File: src/rtl/cipher_arbiter.sv
// cipher_arbiter: round-robin sharing of one encrypt/decrypt core between NREQ requesters.
// Ports: clk, rst (sync, active-high); req/req_op per requester (op 1=encrypt, 0=decrypt);
//   gnt (one-hot, ISSUE..ACK), ack (one-cycle completion); start_enc/start_dec pulses to
//   the core; enc_done/dec_done from the core; busy (not IDLE); err (timeout, with ack).
// Optional: define ARB_TIMEOUT_EN to build the TIMEOUT_CYCLES core-response timeout.
module cipher_arbiter #(
  parameter int NREQ = 2,
  parameter int TIMEOUT_CYCLES = 255
) (
  input  logic            clk,
  input  logic            rst,
  input  logic [NREQ-1:0] req,
  input  logic [NREQ-1:0] req_op,
  output logic [NREQ-1:0] gnt,
  output logic [NREQ-1:0] ack,
  output logic            start_enc,
  output logic            start_dec,
  input  logic            enc_done,
  input  logic            dec_done,
  output logic            busy,
  output logic            err
);
  typedef enum logic [1:0] {IDLE, ISSUE, WAIT, ACK} state_t;
  state_t state;
  logic [1:0] rr_ptr, win, pick;
  logic op, pick_op, done;

  if (NREQ < 2 || NREQ > 4 || TIMEOUT_CYCLES < 1 || TIMEOUT_CYCLES > 65535) begin : g_bad_params
    $error("cipher_arbiter: NREQ must be 2..4 and TIMEOUT_CYCLES 1..65535");
  end

  // Scan offsets from highest to lowest so the nearest requester at or after rr_ptr wins.
  always_comb begin
    int j;
    j = 0;
    pick = '0;
    for (int i = NREQ - 1; i >= 0; i--) begin
      j = int'(rr_ptr) + i;
      j = j >= NREQ ? j - NREQ : j;
      pick = |(req & (NREQ'(1) << j)) ? 2'(j) : pick;
    end
    pick_op = |(req_op & (NREQ'(1) << pick));
    done = op ? enc_done : dec_done;
  end

`ifdef ARB_TIMEOUT_EN
  logic [15:0] cnt;
`else
  assign err = 1'b0;
`endif

  always_ff @(posedge clk) begin
    if (rst) begin
      state <= IDLE;
      rr_ptr <= '0;
      win <= '0;
      op <= 1'b0;
      gnt <= '0;
      ack <= '0;
      start_enc <= 1'b0;
      start_dec <= 1'b0;
      busy <= 1'b0;
`ifdef ARB_TIMEOUT_EN
      err <= 1'b0;
      cnt <= '0;
`endif
    end else begin
      case (state)
        IDLE: if (|req) begin
          state <= ISSUE;
          win <= pick;
          op <= pick_op;
          gnt <= NREQ'(1) << pick;
          start_enc <= pick_op;
          start_dec <= !pick_op;
          busy <= 1'b1;
        end
        ISSUE: begin
          state <= WAIT;
          start_enc <= 1'b0;
          start_dec <= 1'b0;
`ifdef ARB_TIMEOUT_EN
          cnt <= '0;
`endif
        end
        WAIT: begin
          if (done) begin
            state <= ACK;
            ack <= NREQ'(1) << win;
          end
`ifdef ARB_TIMEOUT_EN
          else if (cnt == 16'(TIMEOUT_CYCLES - 1)) begin
            state <= ACK;
            ack <= NREQ'(1) << win;
            err <= 1'b1;
          end else
            cnt <= cnt + 16'd1;
`endif
        end
        ACK: begin
          state <= IDLE;
          ack <= '0;
          gnt <= '0;
          busy <= 1'b0;
          rr_ptr <= win == 2'(NREQ - 1) ? 2'd0 : win + 2'd1;
`ifdef ARB_TIMEOUT_EN
          err <= 1'b0;
`endif
        end
        default: state <= IDLE;
      endcase
    end
  end
endmodule

File: config.mk
export PLATFORM = sky130hd
export DESIGN_NAME = cipher_arbiter
export DESIGN_NICKNAME = d
export VERILOG_FILES = /design/src/rtl/cipher_arbiter.sv
export SDC_FILE = /design/constraint.sdc
export NUM_CORES = 1
export LEC_CHECK = 0
export BUFFER_PORTS_ARGS = -buffer_cell sky130_fd_sc_hd__buf_2
export CORE_MARGIN = 4
export CORE_UTILIZATION = 45
export CTS_CLUSTER_SIZE = 12
export DETAILED_ROUTE_END_ITERATION = 12
export GPL_TIMING_DRIVEN = 0
export MAX_ROUTING_LAYER = met4
export PLACE_DENSITY = 0.69
export SLEW_MARGIN = 30
export SYNTH_ARGS = -nofsm -noshare
export SYNTH_HDL_FRONTEND = slang
export SYNTH_SLANG_ARGS = --single-unit
File: constraint.sdc
create_clock -name clk -period 3.75 [get_ports clk]
set_input_delay 0.5625 -clock clk [delete_from_list [all_inputs] [get_ports clk]]
set_output_delay 0.5625 -clock clk [all_outputs]
set_load 0.01 [all_outputs]
==> metrics.yaml <==
outcome:
  status: "finished, final reports clean"
setup_path:
  rr_worst_depth: 6
  crit_path_end_kind: "flip-flop"
  arrival_ns: 1.75
  r2r_start: "state[0]$_SDFFE_PP0P_"
  critPathRequiredTime_ns: 3.90
  cp_slowest_cell: "or3b_1"
  cpPeakStageDelay_ns: 0.40
  cp_max_fo: 7
  reg2reg_to: "state[1]$_SDFFE_PP0P_"
  r2r_slack_ns: 2.16
  crit_path_end: "state[1]$_SDFFE_PP0P_"
  crit_type: "flip-flop to flip-flop"
  startpoint_type: "flip-flop"
  crit_chain: "inv_1 -> ha_1 -> or3b_1 -> o21a_1 -> mux2i_1 -> nor2_1"
  cp-startpoint: "state[0]$_SDFFE_PP0P_"
cts:
  cts_root_buffer: "clkbuf_4"
  cts_setup_buffers: 0
  tritoncts: "done"
  cts.path.max_buffers: 2
  clock_sinks: 13
  clk_latency_ns: 0.27
  cts_resized: 0
  cts_hold_buf: 0
  clk_pin_slew_ns: 0.08
  htree_num_levels: 1
  cts_buffers: 3
routing:
  vias: 555
  wirelength_mm: 1.286
  via_per_inst: 5.286
  maxUsedRoutingLayer: "met4"
  wl_met3_um: 67
  firstDrtPassIters: 4
  wl_per_cell_um: 12.25
  drt.antenna.violating_nets: 0
  wl_met2_um: 596
  drc_errors: 0
  first_iter_violations: 5
  wl_met1_um: 606
yosys:
  synth_edf_count: 0
  synthSimpleGateAreaFrac: 0.2106
  yosys.area.top_type: "dfxtp_1"
  syn_nets: 85
  syn_avg_cell_area_um2: 9.158
  ys_seq_area_frac: 0.3947
  synth_top_area_share: 0.3947
  synth_top_family_by_area: "simple AND/OR/NAND/NOR gates"
  async_flop_share: 0
  synthCells: 72
  synth_seq_cells: 13
  synthMuxAreaShare: 0.1044
  yosys_warnings: 0
  synth_commonest_cells: "13 x dfxtp_1, 9 x nor2_1, 5 x ha_1, 5 x inv_1, 5 x nand2_1"
  synth-compound-area-share: 0.1328
  ys.flop_type: "dfxtp_1"
  synthAdderAreaFrac: 0.09488
  ys_types: 26
  synthesis.area_um2: 659.4
  yosys.cell_count.top_type: "dfxtp_1"
  yosys-top-cells-area: "dfxtp_1 39%, ha_1 9.5%, mux2i_1 6.1%"
  synth_xor_area_frac: 0
grt:
  antenna_found_initial: 0
  grt_pass1_wl_mm: 2.001
  overflow: 0
  grt_max_degree: 10
  grt_pass1_vias: 504
  grt_usage: 0.1350
floorplan:
  start_util: 0.4944
  rows: 13
  die-area_um2: 2142
  core-area_um2: 1334
  die_w_um: 46.28
  ios: 16
  die_height_um: 46.28
timing:
  rsz0062_at_grt: "false"
  min_period_over_period: 0.4249
  fmax_ghz: 0.6277
  setup_viol: 0
  fin_ws_ns: 2.157
  fin_setup_tns_ns: 0
  hold_viol: 0
  fin_crit_ns: 1.593
  finalMaxSlewViolations: 0
  fin_worst_skew_ns: 0.003387
cells_and_area:
  drive_above_1_share: 0.2444
  multi_input_area_um2: 361.6
  antenna_cells: 0
  fillCellCount: 133
  num-nets-final: 104
  area_delta_synth_final_pct: 17.46
  regArea_um2: 260.3
hold_path:
  hold_start: "ack[0]$_SDFFE_PP0P_"
  holdCritPathClass: "flip-flop to flip-flop"
placed_design:
  io_buffers: 14
  dpl.hpwl_um: 999.6
  place_ws_ns: 2.180
  gp_congestion: 0.8185
job:
  maxCapViolCount: 0
pwr:
  peakVddDrop_mv: 0.3073
  power_density_nw_per_um2: 687.6
  leakagePower_uw: 0.0003650
how the worst min path moves through the flow:
| stage | end | slack (ns) | cells past startpoint |
|---|---|---|---|
| global route | ack[0]$_SDFFE_PP0P_ | 0.47 | 2 |
| detailed placement | ack[0]$_SDFFE_PP0P_ | 0.44 | 2 |
| finish | ack[0]$_SDFFE_PP0P_ | 0.45 | 2 |
| floorplan | win[0]$_SDFFE_PP0P_ | 0.44 | 2 |
| CTS | ack[0]$_SDFFE_PP0P_ | 0.45 | 2 |
| global placement | ack[0]$_SDFFE_PP0P_ | 0.44 | 2 |
through the flow:
stage | utilization | power, uW | cell area (um^2) | hold WS (ns) | cells
after floorplan | - | 388.9 | 659.4 | 0.4446 | 72
after detailed placement | 0.5610 | 450.5 | 748.2 | 0.4400 | 101
after global routing | 0.5807 | 576.4 | 774.5 | 0.4674 | 105
final | 0.5807 | 532.6 | 774.5 | 0.4492 | 105
after CTS | 0.5807 | 538.0 | 774.5 | 0.4511 | 105
after global placement | 0.5610 | 441.9 | 748.2 | 0.4385 | 101
layout make-up:
type                       count  area share
tap                           15     0.02423
inverter                       5     0.02423
clock buffer                   4     0.03393
multi-input combinational     51      0.4669
buffer                         3     0.02423
sequential                    13      0.3360
timing repair buffer          14     0.09047
where the power goes:
part	switching (uW)	internal, uW
sequential	24.9	176
clock	45.5	41.2
combinational	130	115
total	200	333
state kept, by name, indices dropped and copies added (netlist names):
name and flops:
start_enc 1, start_dec 1, rr_ptr 1, gnt 2
busy 1, state 2, ack 2, op 1
win 2
cell usage in the layout, fill, tap and decap left out, types with 4 or more instances in the layout:
cell	netlist	routed
nand2_1	5	5
mux2i_1	4	4
ha_1	5	5
buf_2	0	14
nor2_1	9	9
dfxtp_1	13	13
a21oi_1	4	4
inv_1	5	5
metal layers:
layer	vias up	track usage
met5	-	-
met1	257	0.1690
met2	15	0.1978
met4	0	0.06818
li1	281	-
met3	2	0.03516
logic make-up after synthesis:
family | Yosys count
simple gates | 26
compound gates | 13
flops | 13
buf+inv | 8
mux | 6
fa+ha+maj | 5
other cells | 1
critical path, delay by kind of cell (launching register included):
kind,cells,cell delay (ns)
buffers and inverters,1,0.11
AND/OR/NAND/NOR,2,0.45
flip-flops,1,0.34
adder cells (fa/ha/maj),1,0.28
AO/OA/AOI/OAI,1,0.15
multiplexers,1,0.15
No activity file was read; power rests on OpenSTA's default activity.
